### config.mk
export PLATFORM = sky130hd
export DESIGN_NAME = invcdf_share_arbiter
export DESIGN_NICKNAME = d
export VERILOG_FILES = /design/src/rtl/invcdf_share_arbiter.sv
export SDC_FILE = /design/constraint.sdc
export NUM_CORES = 1
export LEC_CHECK = 0
export BUFFER_PORTS_ARGS = -buffer_cell sky130_fd_sc_hd__buf_2
export CAP_MARGIN = 15
export CORE_MARGIN = 5
export CORE_UTILIZATION = 40
export CTS_CLUSTER_SIZE = 20
export DETAILED_ROUTE_END_ITERATION = 8
export PLACE_DENSITY_LB_ADDON = 0.2
export SYNTH_ARGS = -nofsm -noshare
export SYNTH_HDL_FRONTEND = slang
export SYNTH_SLANG_ARGS = --single-unit
### constraint.sdc
create_clock -name clk -period 3.3 [get_ports clk]
set_input_delay 0.825 -clock clk [delete_from_list [all_inputs] [get_ports clk]]
set_output_delay 0.825 -clock clk [all_outputs]
set_load 0.1 [all_outputs]
### src/rtl/invcdf_share_arbiter.sv
// Round-robin share of one fixed-latency, non-stallable inverse-CDF datapath across N_REQ lanes,
// with credit-protected per-lane return FIFOs. Optional checker: define INVCDF_ARB_CHECK_EN.
module invcdf_share_arbiter #(
  parameter int unsigned WIDTH     = 32,
  parameter int unsigned N_REQ     = 4,
  parameter int unsigned PIPE_LAT  = 12,
  parameter int unsigned OUT_DEPTH = 4
) (
  input  logic                     clk,
  input  logic                     rst_n,
  input  logic [N_REQ-1:0]         req_valid,
  input  logic [N_REQ*WIDTH-1:0]   req_t,
  input  logic [N_REQ-1:0]         req_negate,
  output logic [N_REQ-1:0]         req_ready,
  output logic                     dp_valid_in,
  output logic [WIDTH-1:0]         dp_t,
  output logic                     dp_negate,
  input  logic                     dp_valid_out,
  input  logic [WIDTH-1:0]         dp_z,
  output logic [N_REQ-1:0]         rsp_valid,
  output logic [N_REQ*WIDTH-1:0]   rsp_z,
  input  logic [N_REQ-1:0]         rsp_ready,
  output logic                     busy,
  output logic                     err
);

  localparam int unsigned IdW = $clog2(N_REQ);
  localparam int unsigned CrW = $clog2(OUT_DEPTH + 1);
  localparam int unsigned AdW = $clog2(OUT_DEPTH);

  logic [CrW-1:0]   credit_q [N_REQ];
  logic [N_REQ-1:0] elig;
  logic [IdW-1:0]   rr_ptr_q;
  logic [IdW-1:0]   rr_next;
  logic [IdW-1:0]   winner;
  logic             grant;
  logic [WIDTH-1:0] sel_t;
  logic             sel_negate;

  logic [IdW-1:0]      issue_id_q;
  logic [PIPE_LAT-1:0] tag_v_q;
  logic [IdW-1:0]      tag_id_q [PIPE_LAT];
  logic                tag_last_v;
  logic [IdW-1:0]      tag_last_id;

  logic [WIDTH-1:0] mem_q   [N_REQ][OUT_DEPTH];
  logic [AdW-1:0]   wptr_q  [N_REQ];
  logic [AdW-1:0]   rptr_q  [N_REQ];
  logic [CrW-1:0]   count_q [N_REQ];
  logic [N_REQ-1:0] push;
  logic [N_REQ-1:0] pop;
  logic [N_REQ-1:0] repair;

  always_comb begin
    for (int unsigned i = 0; i < N_REQ; i++) begin
      elig[i] = req_valid[i] && (credit_q[i] != '0);
    end
  end

  // Two passes: lanes at/after the pointer first, then wrap around from lane 0.
  always_comb begin
    grant     = 1'b0;
    winner    = '0;
    req_ready = '0;
    for (int unsigned i = 0; i < N_REQ; i++) begin
      if (!grant && elig[i] && (IdW'(i) >= rr_ptr_q)) begin
        grant  = 1'b1;
        winner = IdW'(i);
      end
    end
    for (int unsigned i = 0; i < N_REQ; i++) begin
      if (!grant && elig[i]) begin
        grant  = 1'b1;
        winner = IdW'(i);
      end
    end
    if (grant) begin
      req_ready[winner] = 1'b1;
    end
  end

  always_comb begin
    rr_next = (winner == IdW'(N_REQ - 1)) ? '0 : winner + 1'b1;
  end

  always_comb begin
    sel_t      = '0;
    sel_negate = 1'b0;
    for (int unsigned i = 0; i < N_REQ; i++) begin
      if (req_ready[i]) begin
        sel_t      = sel_t | req_t[i*WIDTH +: WIDTH];
        sel_negate = sel_negate | req_negate[i];
      end
    end
  end

  // The issue register is the head of the tag pipe, so the last stage lines up with dp_valid_out.
  always_ff @(posedge clk or negedge rst_n) begin
    if (!rst_n) begin
      rr_ptr_q    <= '0;
      dp_valid_in <= 1'b0;
      dp_t        <= '0;
      dp_negate   <= 1'b0;
      issue_id_q  <= '0;
      tag_v_q     <= '0;
      for (int unsigned j = 0; j < PIPE_LAT; j++) begin
        tag_id_q[j] <= '0;
      end
    end else begin
      dp_valid_in <= grant;
      if (grant) begin
        rr_ptr_q   <= rr_next;
        dp_t       <= sel_t;
        dp_negate  <= sel_negate;
        issue_id_q <= winner;
      end
      tag_v_q     <= {tag_v_q[PIPE_LAT-2:0], dp_valid_in};
      tag_id_q[0] <= issue_id_q;
      for (int unsigned j = 1; j < PIPE_LAT; j++) begin
        tag_id_q[j] <= tag_id_q[j-1];
      end
    end
  end

  assign tag_last_v  = tag_v_q[PIPE_LAT-1];
  assign tag_last_id = tag_id_q[PIPE_LAT-1];

  always_comb begin
    rsp_z = '0;
    for (int unsigned i = 0; i < N_REQ; i++) begin
      push[i]      = dp_valid_out && tag_last_v && (tag_last_id == IdW'(i));
      rsp_valid[i] = (count_q[i] != '0);
      pop[i]       = rsp_valid[i] && rsp_ready[i];
      rsp_z[i*WIDTH +: WIDTH] = rsp_valid[i] ? mem_q[i][rptr_q[i]] : '0;
    end
  end

`ifdef INVCDF_ARB_CHECK_EN
  logic orphan;
  logic lost;

  assign orphan = dp_valid_out && !tag_last_v;
  assign lost   = tag_last_v && !dp_valid_out;

  always_comb begin
    for (int unsigned i = 0; i < N_REQ; i++) begin
      repair[i] = lost && (tag_last_id == IdW'(i));
    end
  end

  always_ff @(posedge clk or negedge rst_n) begin
    if (!rst_n) begin
      err <= 1'b0;
    end else if (orphan || lost) begin
      err <= 1'b1;
    end
  end
`else
  assign repair = '0;
  assign err    = 1'b0;
`endif

  always_ff @(posedge clk or negedge rst_n) begin
    if (!rst_n) begin
      for (int unsigned i = 0; i < N_REQ; i++) begin
        credit_q[i] <= CrW'(OUT_DEPTH);
        wptr_q[i]   <= '0;
        rptr_q[i]   <= '0;
        count_q[i]  <= '0;
      end
    end else begin
      for (int unsigned i = 0; i < N_REQ; i++) begin
        credit_q[i] <= credit_q[i] + CrW'(pop[i]) + CrW'(repair[i]) - CrW'(req_ready[i]);
        count_q[i]  <= count_q[i] + CrW'(push[i]) - CrW'(pop[i]);
        if (push[i]) begin
          wptr_q[i] <= wptr_q[i] + 1'b1;
        end
        if (pop[i]) begin
          rptr_q[i] <= rptr_q[i] + 1'b1;
        end
      end
    end
  end

  always_ff @(posedge clk) begin
    for (int unsigned i = 0; i < N_REQ; i++) begin
      if (push[i]) begin
        mem_q[i][wptr_q[i]] <= dp_z;
      end
    end
  end

  assign busy = dp_valid_in | (|tag_v_q) | (|rsp_valid);

  // Per-lane results still owed by the datapath; only feeds the credit invariant check.
  int unsigned inflight [N_REQ];

  always_comb begin
    for (int unsigned i = 0; i < N_REQ; i++) begin
      inflight[i] = (dp_valid_in && (issue_id_q == IdW'(i))) ? 1 : 0;
      for (int unsigned j = 0; j < PIPE_LAT; j++) begin
        if (tag_v_q[j] && (tag_id_q[j] == IdW'(i))) begin
          inflight[i] = inflight[i] + 1;
        end
      end
    end
  end

  a_grant_onehot: assert property (@(posedge clk) disable iff (!rst_n) $onehot0(req_ready));

  for (genvar g = 0; g < N_REQ; g++) begin : g_credit_inv
    a_credit_inv: assert property (@(posedge clk) disable iff (!rst_n)
        (32'(credit_q[g]) + inflight[g] + 32'(count_q[g])) == OUT_DEPTH);
  end

endmodule

# Word-level counts from Yosys, hierarchy flattened
# Memory sizes are Yosys's and may differ from the RTL's.
# Index checks and enable logic that the tools add are counted.
op_classes:
  add_sub_neg: 25
  n_lt_le_gt_ge: 18
  n_eq_ne: 4
  muxes: 68
  n_bitwise: 16
  reduce_logical: 50
ops:
  columns: ["operator", "n"]
  rows:
  - ["2-to-1 mux 128 bit", 10]
  - ["2-to-1 mux 32 bit", 20]
  - ["OR reduction 128 bit", 3]
  - ["binary-select mux 32 bit (select 2 bit)", 4]
  - ["demux 32 bit (select 2 bit)", 4]
  - ["OR 32 bit", 3]
  - ["logical AND 1 bit", 29]
  - ["adder 3 x 1 -> 3 bit", 8]
  - ["greater-or-equal comparator 3 bit (second input constant)", 8]
  - ["NOT 2 -> 3 bit", 8]
  - ["nonzero test 3 bit", 8]
  - ["subtractor 3 x 1 -> 3 bit", 8]
  - ["2-to-1 mux 2 bit", 10]
  - ["adder 2 x 1 -> 2 bit (second input constant)", 9]
  - ["2-to-1 mux 1 bit", 18]
  - ["less-than comparator 3 x 1 -> 1 bit (second input constant)", 4]
  - ["OR reduction 12 bit", 1]
  - ["logical NOT 1 bit", 7]
  - ["== test 2 bit (second input constant)", 3]
  - ["OR 1 bit", 5]
  - ["greater-or-equal comparator 1 x 2 -> 1 bit (first input constant)", 2]
  - ["greater-or-equal comparator 2 bit (first input constant)", 2]
  - ["2-to-1 mux 4 bit", 1]
  - ["OR reduction 4 bit", 1]
  - ["5 further kinds", 5]
word_totals:
  regBits: 114
  mem_bits_rw: 512
  inputBits: 175
  output_inout_bits: 172
  mem_count: 1
memory_table:
  columns: ["name", "depth", "width", "rd", "rd_clocked_by_memory_dff", "write_ports", "line", "text"]
  rows:
  - ["mem_q", 4, 128, 4, 0, 1, "46", "logic [WIDTH-1:0] mem_q [N_REQ][OUT_DEPTH];"]

# Depth between registers and ports, before layout
# Gate-level depths: netlist of the first run.
logic_depth:
  depth_word: 40
  depth_mapped: 16
  mapped_depth_nobuf: 13

# Worst setup path after synthesis of the first run
# Ideal clock, no wire load.
synth_timing:
  path_type: "in2reg"
  from: "input req_valid[0]"
  to: "register credit_q[2] (netlist bit)"
  arrival_time_ns: 4.109
  required_ns: 3.225
  setup_slack_ns: -0.884
  cell_stages: 15
  path_buffers: 2
  cell_sequence: "o311ai_1 -> a21oi_1 -> or2_1 -> a21oi_1 -> ha_1 -> clkbuf_1 -> clkbuf_1 -> and2_1 -> ha_1 -> inv_1 -> ha_1 -> inv_1 -> fa_1 -> xnor2_1 -> xnor2_1"
synth_between:
  elab_chain_len: 33
  elab_cells_between_ends: 41
  cone_classes: "add/sub (1); order compare (2); mux (18); reduce/logical (20)"
synth_rtl:
  columns: ["element", "line", "text"]
  rows:
  - ["from (decl)", "11", "input logic [N_REQ-1:0] req_valid,"]
  - ["logical AND 1 bit *", "56", "elig[i] = req_valid[i] && (credit_q[i] != '0);"]
  - ["logical AND 1 bit", "66", "if (!grant && elig[i] && (IdW'(i) >= rr_ptr_q)) begin"]
  - ["2-to-1 mux 1 bit", "66", null]
  - ["logical NOT 1 bit", "66", null]
  - ["logical AND 1 bit (2 in series)", "66", null]
  - ["2-to-1 mux 1 bit", "66", null]
  - ["logical NOT 1 bit", "66", null]
  - ["logical AND 1 bit (2 in series)", "66", null]
  - ["[17 not listed]", null, null]
  - ["via winner[1]", "35", "logic [IdW-1:0] winner;"]
  - ["less-than comparator 2 x 3 -> 1 bit (not written as such) / greater-or-equal comparator 2 x 1 -> 1 bit (equally long branches)", "78", "req_ready[winner] = 1'b1;"]
  - ["logical AND 1 bit (not written as such)", "78", null]
  - ["2-to-1 mux 1 bit (not written as such)", "78", null]
  - ["demux 1 bit (select 2 bit) *", "78", null]
  - ["2-to-1 mux 4 bit *", "77", "if (grant) begin"]
  - ["via req_ready[3]", "14", "output logic [N_REQ-1:0] req_ready,"]
  - ["subtractor 3 x 1 -> 3 bit *", "173", "credit_q[i] <= credit_q[i] + CrW'(pop[i]) + CrW'(repair[i]) - CrW'(req_ready[i]);"]
  - ["to (signal, indexed assignment)", "166", "credit_q[i] <= CrW'(OUT_DEPTH);"]
  - ["to (signal, indexed assignment)", "173", null]
  - ["to (decl)", "31", "logic [CrW-1:0] credit_q [N_REQ];"]
# Mark *: on every way through the listed nets, which the timed path passes. The rest lies on a longest branch.
# A chain may end at the register's enable or synchronous reset.

# Final worst setup path of the first run
layout_timing:
  from: "register credit_q[10] (netlist bit)"
  to: "output req_ready[3]"
layout_between:
  elab_chain_len: 33
  elab_cells_between_ends: 41
  cone_classes: "order compare (2); mux (18); reduce/logical (21)"
layout_rtl:
  columns: ["element", "line", "text"]
  rows:
  - ["nonzero test 3 bit *", "56", null]
  - ["logical AND 1 bit *", "56", null]
  - ["logical AND 1 bit", "66", null]
  - ["2-to-1 mux 1 bit", "66", null]
  - ["logical NOT 1 bit", "66", null]
  - ["logical AND 1 bit (2 in series)", "66", null]
  - ["2-to-1 mux 1 bit", "66", null]
  - ["logical NOT 1 bit", "66", null]
  - ["[17 not listed]", null, null]
  - ["logical AND 1 bit", "72", "if (!grant && elig[i]) begin"]
  - ["2-to-1 mux 2 bit *", "72", null]
  - ["via winner[1]", "35", null]
  - ["less-than comparator 2 x 3 -> 1 bit (not written as such) / greater-or-equal comparator 2 x 1 -> 1 bit (equally long branches)", "78", null]
  - ["logical AND 1 bit (not written as such)", "78", null]
  - ["2-to-1 mux 1 bit (not written as such)", "78", null]
  - ["demux 1 bit (select 2 bit) *", "78", null]
  - ["2-to-1 mux 4 bit *", "77", null]
  - ["to (decl)", "14", null]
# Marks and branches as above.

==> impl_metrics.tcl, run 1 <==
set metrics [dict create \
    status "complete, no violations" \
    clk_pin_slew_ns 0.06 \
    cts-root-buf "clkbuf_16" \
    crit_chain "o311ai_4 -> a21oi_1 -> or2_1 -> a21oi_2 -> ha_2 -> and2_4 -> buf_12" \
    fin_crit_ns 3.24 \
    fmax_ghz 0.309 \
    ys_seq_elements 626 \
    critPathMaxFanout 3 \
    cts_tree "done" \
    power.density_nw_per_um2 920 \
    worst_pin_slew_ns 0.714 \
    num_rows 91 \
    synthCells 1283 \
    remaining_drc_errors 0 \
    cts_sinks 626 \
    final_layout_size_suffix_gt1_frac 0.410 \
    clk_path_buf_depth 3 \
    synth_fp_nets 1502 \
    yosys-top-cells-area "edfxtp_1, mux4_2, dfrtp_1" \
    io_pins 347 \
    clock_latency_ns 0.59 \
    grtUsageTotal 0.181 \
    layout.nets 1904 \
    synth-async-reset-ratio 0.182 \
    rsz0062_at_grt "true" \
    synth.area.mux_share 0.117 \
    period_share 0.982 \
    yosys_warnings 0 \
    grt_max_degree 67 \
    crit_slowest_cell "dfrtp_2" \
    seq_area_frac_synth 0.735 \
    initial_core_util 0.403 \
    vias 13200 \
    cp.arrival_ns 2.41 \
    core_area_um2 61600 \
    holdBufCountCts 0 \
    timing.slew.headroom 0.524 \
    yosysUniqueCellTypes 44 \
    ir_drop_mv 0.714 \
    grt.overflow.total 0 \
    yosys.area_share.simple 0.0504 \
    multiInputGateArea_um2 6160 \
    hp-class "input port to async pin" \
    htree_levels 3 \
    slew_violations 0 \
    first_pass_iters 4 \
    avgSynthCellArea_um2 19.3 \
    final_core_util 0.523 \
    area_growth_pct 29.8 \
    gp_congestion 0.913 \
    synth_top_family_by_area "multiplexers" \
    nFillCells 4960 \
    yosys.area.top_type "edfxtp_1" \
    dp.cells 2446 \
    ant_nets 0 \
    synth_xor_area_frac 0.00988 \
    die_w_um 259 \
    die_h_um 259 \
    grt_antenna_before_repair 6 \
    port_buffers 345 \
    worst-setup-path-type "flop to primary output" \
    regArea_um2 18200 \
    synth_edf_count 512 \
    drt-total-wl_um 60000 \
    slowest_delay_ns 0.45 \
    worst_setup_path_start_kind "flop" \
    cts_inserted_buffers 67 \
    grt_pass1_vias 14400 \
    synthAdderAreaFrac 0.0246 \
    synth-main-ff-cell "edfxtp_1" \
    synth.cell_area_um2 24800 \
    hold_viol 0 \
    maxCapViolations 0 \
    power.leakage_nw 11.5 \
    critPathCaptureType "primary output" \
    synth_compound_area_frac 0.0386 \
    drt-wirelength-per-cell_um 23.3 \
    grt_pass1_wl_um 90800 \
    fin_cells 2571 \
    fp.dieArea_um2 67100 \
    viasPerCell 5.13 \
    drt_iter0_drc 708 \
    synth_top_area_frac 0.620 \
    crit_required_ns 2.47 \
    finalSetupViolations 0 \
    finalClockSkew_ns 0.0252 \
    dpl.hpwl_um 40100 \
]
-- placed cells by master (no fill, tap or decap), drive strengths merged, types with 6 or more instances in the layout --
cell type / synthesis / layout
and2: 149 / 149
xnor2: 26 / 26
edfxtp: 512 / 512
inv: 43 / 49
mux4: 128 / 128
nand2: 14 / 14
a22oi: 66 / 66
a31oi: 33 / 33
o21ai: 6 / 6
nor2: 34 / 34
ha: 36 / 36
buf: 36 / 407
fa: 8 / 8
clkinv: 0 / 13
clkbuf: 39 / 91
dfrtp: 110 / 110
-- cell families (layout without fill, tap and decap cells) --
group                      Yosys count  count (layout)
xor gates and xnor gates            28              28
adders and majority gates           44              44
DFF                                626             626
buffers and inverters              118             568
AOI/OAI and AO/OA                  121             121
and+or+nand+nor                    215             215
other                                1               2
muxes                              130             130
-- metal layers --
| metal | part of all wire | global-route usage | up-vias |
|---|---|---|---|
| li1 | - | - | 5803 |
| met1 | 0.40 | 0.231 | 6792 |
| met2 | 0.51 | 0.314 | 501 |
| met3 | 0.070 | 0.0391 | 79 |
| met4 | 0.023 | 0.0522 | 6 |
| met5 | 0.00068 | 0 | - |
-- power by group --
| group | leakage (nW) | switching [mW] | total, mW | internal, mW |
|---|---|---|---|---|
| Clock | 1.05 | 2.99 | 7.34 | 4.35 |
| Combinational | 4.50 | 8.44 | 12.5 | 4.08 |
| Sequential | 5.96 | 0.395 | 9.77 | 9.37 |
-- metrics by stage --
| stage | setup TNS, ns | setup WS [ns] | hold WS (ns) | instance area (um2) | total power [mW] |
|---|---|---|---|---|---|
| after floorplan | -0.206 | -0.0914 | 0.331 | 25000 | 18.3 |
| after CTS | -0.00188 | -0.00188 | 0.233 | 32100 | 30.0 |
| after global placement | 0 | 0.108 | 0.334 | 29900 | 22.5 |
| final | 0 | 0.0603 | 0.241 | 32200 | 29.6 |
| after detailed placement | -0.00415 | -0.00415 | 0.336 | 29900 | 22.6 |
| after global routing | -0.257 | -0.0803 | 0.280 | 32200 | 30.8 |
-- sequential cells by signal (all words and copies together) (netlist names) --
signal,count
dp_negate,1
tag_last_id,2
tag_id_q,22
rr_ptr_q,2
tag_v_q,12
rptr_q,8
credit_q,12
dp_t,32
wptr_q,8
issue_id_q,2
mem_q,512
count_q,12
dp_valid_in,1
-- worst paths after layout --
path	start	slack (ns)	endpoint	cells past startpoint
setup / recovery	credit_q[10]$_DFF_PN0_	0.06	req_ready[3]	7
hold / removal	rst_n	0.24	dp_t[1]$_DFFE_PN0N_	1
setup reg to reg	credit_q[10]$_DFF_PN0_	0.34	credit_q[11]$_DFF_PN1_	13
max in group asynchronous	rst_n	2.23	dp_t[17]$_DFFE_PN0N_	2
hold reg to reg	tag_id_q[6]$_DFF_PN0_	0.35	tag_id_q[4]$_DFF_PN0_	0
min in group clk	tag_id_q[6]$_DFF_PN0_	0.35	tag_id_q[4]$_DFF_PN0_	0
-- cells in the mapped netlist (2+ instances only) --
cell	instances
a21o_1	2
a21oi_1	4
a22oi_1	66
a31oi_1	23
a31oi_2	10
and2_1	148
buf_2	16
buf_4	2
buf_6	18
clkbuf_1	39
dfrtp_1	110
dfstp_2	4
edfxtp_1	512
fa_1	8
ha_1	36
inv_1	43
mux4_2	128
nand2_1	14
nand4_1	2
nor2_1	24
nor2_2	10
nor3_1	4
nor3b_1	2
nor4_1	2
o21ai_0	6
o31ai_4	3
or3_1	4
xnor2_1	26
xor2_1	2
-- worst max-delay path: cells and delay by family (launching register included) --
family | cells | cell delay, ns
AND/OR/NAND/NOR | 2 | 0.42
flip-flops | 1 | 0.45
adder cells (fa/ha/maj) | 1 | 0.20
AO/OA/AOI/OAI | 3 | 0.58
buffers and inverters | 1 | 0.18
-- what timing repair did --
| action | 4_1_cts | 5_1_grt |
|---|---|---|
| pin swaps | 5 | 1 |
| gates resized for setup | 7 | 5 |
| setup buffers | 4 | 3 |
| endpoints found under the setup margin | 5 | 6 |
-- area by class of cell --
cell class,instances,area share
clock inverters,27,0.00898
clock buffers,90,0.0584
flip-flops and latches,626,0.567
multi-input cells,539,0.191
well taps,837,0.0325
diodes,1,0.0000777
repair buffers,408,0.137
inverters,43,0.00501
Power figures use the tool's default switching activity.
==> run 2, diff against run 1 <==
--- a/config.mk
+++ b/config.mk
@@ -12,6 +12,7 @@
 export CTS_CLUSTER_SIZE = 20
 export DETAILED_ROUTE_END_ITERATION = 8
 export PLACE_DENSITY_LB_ADDON = 0.2
+export RECOVER_POWER = 25
 export SYNTH_ARGS = -nofsm -noshare
 export SYNTH_HDL_FRONTEND = slang
 export SYNTH_SLANG_ARGS = --single-unit
==> run 2 against run 1 <==
Effect of this change: the flow now finishes with violations (max-capacitance violations, max-slew violations); non-clock buffer count is the same; sequential power is essentially flat; critical path depth is the same; via count shrank 0.19%; wire length shrank 0.15%; final cell count is the same; utilization shrank 0.055 points; register-to-register slack is essentially flat; clock-buffer cell count is the same; worst hold slack gained 0.11 ns; largest cell class unchanged.
==> impl_metrics.tcl, run 2 (synthesized netlist as in run 1, its figures left out) <==
set metrics [dict create \
    status "complete, but fails checks" \
    failed_checks "max-capacitance violations, max-slew violations" \
    nFillCells 4964 \
    grt_pass1_wl_um 90800 \
    hold_viol 0 \
    ant_nets 0 \
    worstHoldStart "tag_id_q[6]$_DFF_PN0_" \
    fin_cells 2571 \
    remaining_drc_errors 0 \
    r2r_start "credit_q[10]$_DFF_PN0_" \
    finalClockSkew_ns 0.0246 \
    port_buffers 345 \
    internal-power_mw 17.8 \
    worst_pin_slew_ns 2.52 \
    largest_reg_flops 512 \
    period_share 0.982 \
    place_ws_ns -0.00415 \
    grt_pass1_vias 14400 \
    io_pins 347 \
    grt.overflow.total 0 \
    fin_crit_ns 3.24 \
    fp.dieArea_um2 67100 \
    clk_pin_slew_ns 0.06 \
    gp_congestion 0.913 \
    vias 13200 \
    critPathMaxFanout 3 \
    hp-class "flop to flop" \
    regToRegSetupSlack_ns 0.34 \
    drt-total-wl_um 59900 \
    cts-root-buf "clkbuf_16" \
    cts_tree "done" \
    cts_inserted_buffers 67 \
    fin_ws_ns 0.0605 \
    rsz0062_at_grt "true" \
    worst_setup_path_start_kind "flop" \
    min_to "tag_id_q[4]$_DFF_PN0_" \
    worst-setup-path-type "flop to primary output" \
    grt_antenna_before_repair 6 \
    drt_iter0_drc 716 \
    regArea_um2 18200 \
    die_w_um 259 \
    clk_path_buf_depth 3 \
    layout.nets 1904 \
    power.leakage_nw 11.4 \
    final_core_util 0.522 \
    ir_drop_mv 0.714 \
    netSwitchingPower_mw 11.8 \
    num_rows 91 \
    power_frac_comb 0.422 \
    dpl.hpwl_um 40100 \
    multiInputGateArea_um2 6160 \
    swShare 0.399 \
    ff2ff_path_depth 13 \
    grt_max_degree 67 \
    final_common_cell "edfxtp_1" \
    timing.slew.headroom -0.682 \
    cp.arrival_ns 2.41 \
    clock_power_share 0.248 \
    viasPerCell 5.12 \
    clock_latency_ns 0.59 \
    area_growth_pct 29.6 \
    slew_violations 48 \
    fmax_ghz 0.309 \
    seqPwrFrac 0.330 \
    cts_sinks 626 \
    first_pass_iters 4 \
    initial_core_util 0.403 \
    finalSetupViolations 0 \
    maxCapViolations 1 \
    grtUsageTotal 0.181 \
    htree_levels 3 \
    mostFrequentLayoutCells "edfxtp_1, buf_2, buf_12, and2_1, mux4_2" \
    critPathCaptureType "primary output" \
    hold_depth 0 \
    power.density_nw_per_um2 921 \
    final_layout_size_suffix_gt1_frac 0.395 \
    dp.cells 2446 \
    drt-wirelength-per-cell_um 23.3 \
    r2r_end "credit_q[11]$_DFF_PN1_" \
    die_h_um 259 \
    crit_required_ns 2.47 \
    core_area_um2 61600 \
]
[run 2: cell count changes in the layout (fill, tap and decap cells not counted)]
cell,previous run,this run
buf_2,210,186
buf_4,46,45
clkbuf_1,17,42
[run 2: worst max-delay path by stage]
stage / start / to / slack, ns / cells past startpoint
final: credit_q[10]$_DFF_PN0_ / req_ready[3] / 0.06 / 7
after global routing: credit_q[3]$_DFF_PN0_ / req_ready[0] / -0.08 / 7
after CTS: credit_q[7]$_DFF_PN0_ / req_ready[3] / -0.002 / 7
after detailed placement: req_valid[2] / credit_q[11]$_DFF_PN1_ / -0.004 / 13
after global placement: req_valid[2] / credit_q[11]$_DFF_PN1_ / 0.11 / 13
after floorplan: req_valid[2] / credit_q[11]$_DFF_PN1_ / -0.09 / 14
[run 2: worst max-delay path, cell delays in order, from the launching register on]
cell      delay [ns]
dfrtp_2         0.45
o311ai_4        0.29
a21oi_1         0.10
or2_1           0.24
a21oi_2         0.19
ha_2            0.20
and2_4          0.18
buf_12          0.18
[run 2: power by group through the flow]
stage / Sequential (mW) / Combinational (mW) / Clock (mW)
floorplan: 11.2 / 7.12 / 0
CTS: 9.77 / 12.7 / 7.56
finish: 9.77 / 12.5 / 7.34
global placement: 9.88 / 12.6 / 0
global route: 9.86 / 13.0 / 7.90
detailed placement: 9.91 / 12.6 / 0
[run 2: final cells by class]
cell class / count / area share
flip-flops and latches: 626 / 0.567
multi-input cells: 539 / 0.191
repair buffers: 408 / 0.136
clock buffers: 90 / 0.0584
well taps: 837 / 0.0326
clock inverters: 27 / 0.00899
inverters: 43 / 0.00502
diodes: 1 / 0.0000778
[run 2: timing repair]
item / CTS / global route
pin swaps: 5 / 1
setup endpoints to repair: 5 / 6
hold buffers: 0 / 0
buffers inserted: 4 / 3
resized for setup: 7 / 5
[run 2: metrics by stage]
step	hold slack [ns]	total power [mW]	setup TNS [ns]	instance area, um2
finish	0.347	29.6	0	32200
global route	0.354	30.8	-0.347	32200
CTS	0.233	30.0	-0.00188	32100
detailed placement	0.336	22.6	-0.00415	29900
global placement	0.334	22.5	0	29900
floorplan	0.331	18.3	-0.206	25000
[run 2: per-layer routing]
layer	share of wire	GRT usage	up-vias
li1	-	-	5802
met1	0.40	0.231	6776
met2	0.51	0.314	499
met3	0.068	0.0391	73
met4	0.022	0.0522	6
met5	0.00067	0	-
==> run 3, diff against run 2 <==
--- a/config.mk
+++ b/config.mk
@@ -11,6 +11,7 @@
 export CORE_UTILIZATION = 40
 export CTS_CLUSTER_SIZE = 20
 export DETAILED_ROUTE_END_ITERATION = 8
+export MAX_ROUTING_LAYER = met4
 export PLACE_DENSITY_LB_ADDON = 0.2
 export RECOVER_POWER = 25
 export SYNTH_ARGS = -nofsm -noshare
==> run 3 against run 2 <==
Effect of this change: the flow still finishes with violations (max-capacitance violations, max-slew violations); sequential cell count stayed put; global-route usage up 0.11 points; combinational power about the same; critical path depth is the same; power is 1.4% higher; via count about the same; register-to-register slack worse by 0.06 ns; clock power up 4.4%.
==> impl_metrics.tcl, run 3 (synthesized netlist as in run 1, its figures left out) <==
set metrics [dict create \
    core_area_um2 61600 \
    grt.overflow.total 0 \
    r2r_end "credit_q[11]$_DFF_PN1_" \
    final_layout_size_suffix_gt1_frac 0.394 \
    slew_violations 40 \
    drt-wirelength-per-cell_um 23.2 \
    critPathMaxFanout 4 \
    fin_area_um2 32300 \
    remaining_drc_errors 0 \
    hold_viol 0 \
    largest_reg_flops 512 \
    failed_checks "max-capacitance violations, max-slew violations" \
    grt_antenna_before_repair 5 \
    fin_cells 2578 \
    viasPerCell 5.10 \
    met1_usage 0.223 \
    fmax_ghz 0.307 \
    startpoint "credit_q[10]$_DFF_PN0_" \
    drt_iter0_drc 766 \
    nFillCells 4995 \
    power.leakage_nw 11.5 \
    worst_pin_slew_ns 2.27 \
    grt_pass1_vias 14200 \
    crit_required_ns 2.47 \
    holdWs_ns 0.345 \
    critPathCaptureType "primary output" \
    cts_tree "done" \
    final_core_util 0.524 \
    ant_nets 0 \
    maxCapViolations 1 \
    fp.dieArea_um2 67100 \
    cts_sinks 626 \
    power.density_nw_per_um2 930 \
    crit_chain "o31ai_4 -> mux2i_1 -> a211oi_2 -> inv_1 -> ha_2 -> and2_4 -> buf_12" \
    cp.arrival_ns 2.44 \
    drt-total-wl_um 59700 \
    grt_max_degree 67 \
    dpl.hpwl_um 39700 \
    cts_inserted_buffers 68 \
    grt_pass1_wl_um 88300 \
    finalClockSkew_ns 0.0284 \
    num_rows 91 \
    gp_congestion 0.899 \
    r2r_start "credit_q[10]$_DFF_PN0_" \
    timing.slew.headroom -0.516 \
    dp.cells 2445 \
    min_to "tag_id_q[12]$_DFF_PN0_" \
    final_common_cell "edfxtp_1" \
    place_ws_ns 0.0659 \
    io_pins 347 \
    worst_setup_path_start_kind "flop" \
    fin_ws_ns 0.0380 \
    worst-setup-path-type "flop to primary output" \
    vias 13200 \
    layout.nets 1903 \
    use_met3 0.0397 \
    cts-root-buf "clkbuf_16" \
    placed_area_um2 30000 \
    ff2ff_path_depth 13 \
    finalSetupViolations 0 \
    htree_levels 3 \
    regToRegSetupSlack_ns 0.28 \
    grt_use_met2 0.311 \
    clk_path_buf_depth 3 \
    first_pass_iters 5 \
    worstHoldStart "tag_id_q[14]$_DFF_PN0_" \
    status "complete, but fails checks" \
    die_h_um 259 \
    clk_pin_slew_ns 0.05 \
    slowest_delay_ns 0.45 \
    grt_busiest_layer "met2" \
    clock_latency_ns 0.59 \
    initial_core_util 0.403 \
    hp-class "flop to flop" \
    fin_crit_ns 3.26 \
    die_w_um 259 \
    rsz0062_at_grt "true" \
    area_growth_pct 30.2 \
    hold_depth 0 \
    grtUsageTotal 0.182 \
    ir_drop_mv 0.636 \
    period_share 0.988 \
    port_buffers 345 \
    holdBufCountCts 0 \
    mostFrequentLayoutCells "edfxtp_1, buf_2, buf_12, and2_1, mux4_2" \
    crit_slowest_cell "dfrtp_2" \
]
==> run 3: cell types whose count changed in the layout (fill, tap and decap cells not counted), sizes merged <==
| cell | delta |
|---|---|
| clkinv | +14 |
| clkinvlp | -3 |
| inv | -4 |
| clkbuf | -5 |
| diode | +3 |
| bufinv | +5 |
| buf | -3 |
==> run 3: critical path: cells and delay by family (launching register included) <==
kind	cells	cell delay, ns
AOI/OAI and AO/OA	2	0.62
buffers and inverters	2	0.28
and+or+nand+nor	1	0.17
adders and majority gates	1	0.20
DFF	1	0.45
muxes	1	0.13
==> run 3: stage by stage <==
| step | setup TNS, ns | power (mW) |
|---|---|---|
| final | 0 | 30.0 |
| after global routing | -0.307 | 31.2 |
| after CTS | 0 | 30.4 |
| after detailed placement | 0 | 22.6 |
| after global placement | 0 | 22.5 |
| after floorplan | -0.206 | 18.3 |
==> run 3: per-layer routing <==
metal  part of all wire  vias up
met2               0.52      444
met1               0.40     6826
met5                  0        -
met4              0.019        0
met3              0.065       76
li1                   -     5813
==> run 3: how the worst max path moves through the flow <==
| stage | to | slack (ns) | cells after the start |
|---|---|---|---|
| floorplan | credit_q[11]$_DFF_PN1_ | -0.09 | 14 |
| global placement | credit_q[11]$_DFF_PN1_ | 0.10 | 13 |
| detailed placement | credit_q[11]$_DFF_PN1_ | 0.07 | 13 |
| CTS | req_ready[2] | 0.001 | 7 |
| global route | req_ready[2] | -0.09 | 7 |
| finish | req_ready[2] | 0.04 | 7 |
==> run 3: where the power goes <==
part / internal [mW] / switching [mW]
sequential: 9.38 / 0.451
clock: 4.64 / 3.02
combinational: 4.14 / 8.41
==> run 3: timing repair <==
action | in CTS | in global routing
resized for setup | 7 | 3
setup endpoints to repair | 5 | 12
pin swaps | 3 | 5
setup buffers | 2 | 4
==> run 3: layout make-up <==
class / count / area [um2] / share of cell area
tap: 837 / 1050 / 0.0324
clock inverter: 39 / 463 / 0.0143
multi-input combinational: 539 / 6150 / 0.190
clock buffer: 84 / 1810 / 0.0562
sequential: 626 / 18200 / 0.565
inverter: 43 / 161 / 0.00500
timing repair buffer: 406 / 4410 / 0.137
antenna: 4 / 10.0 / 0.000310
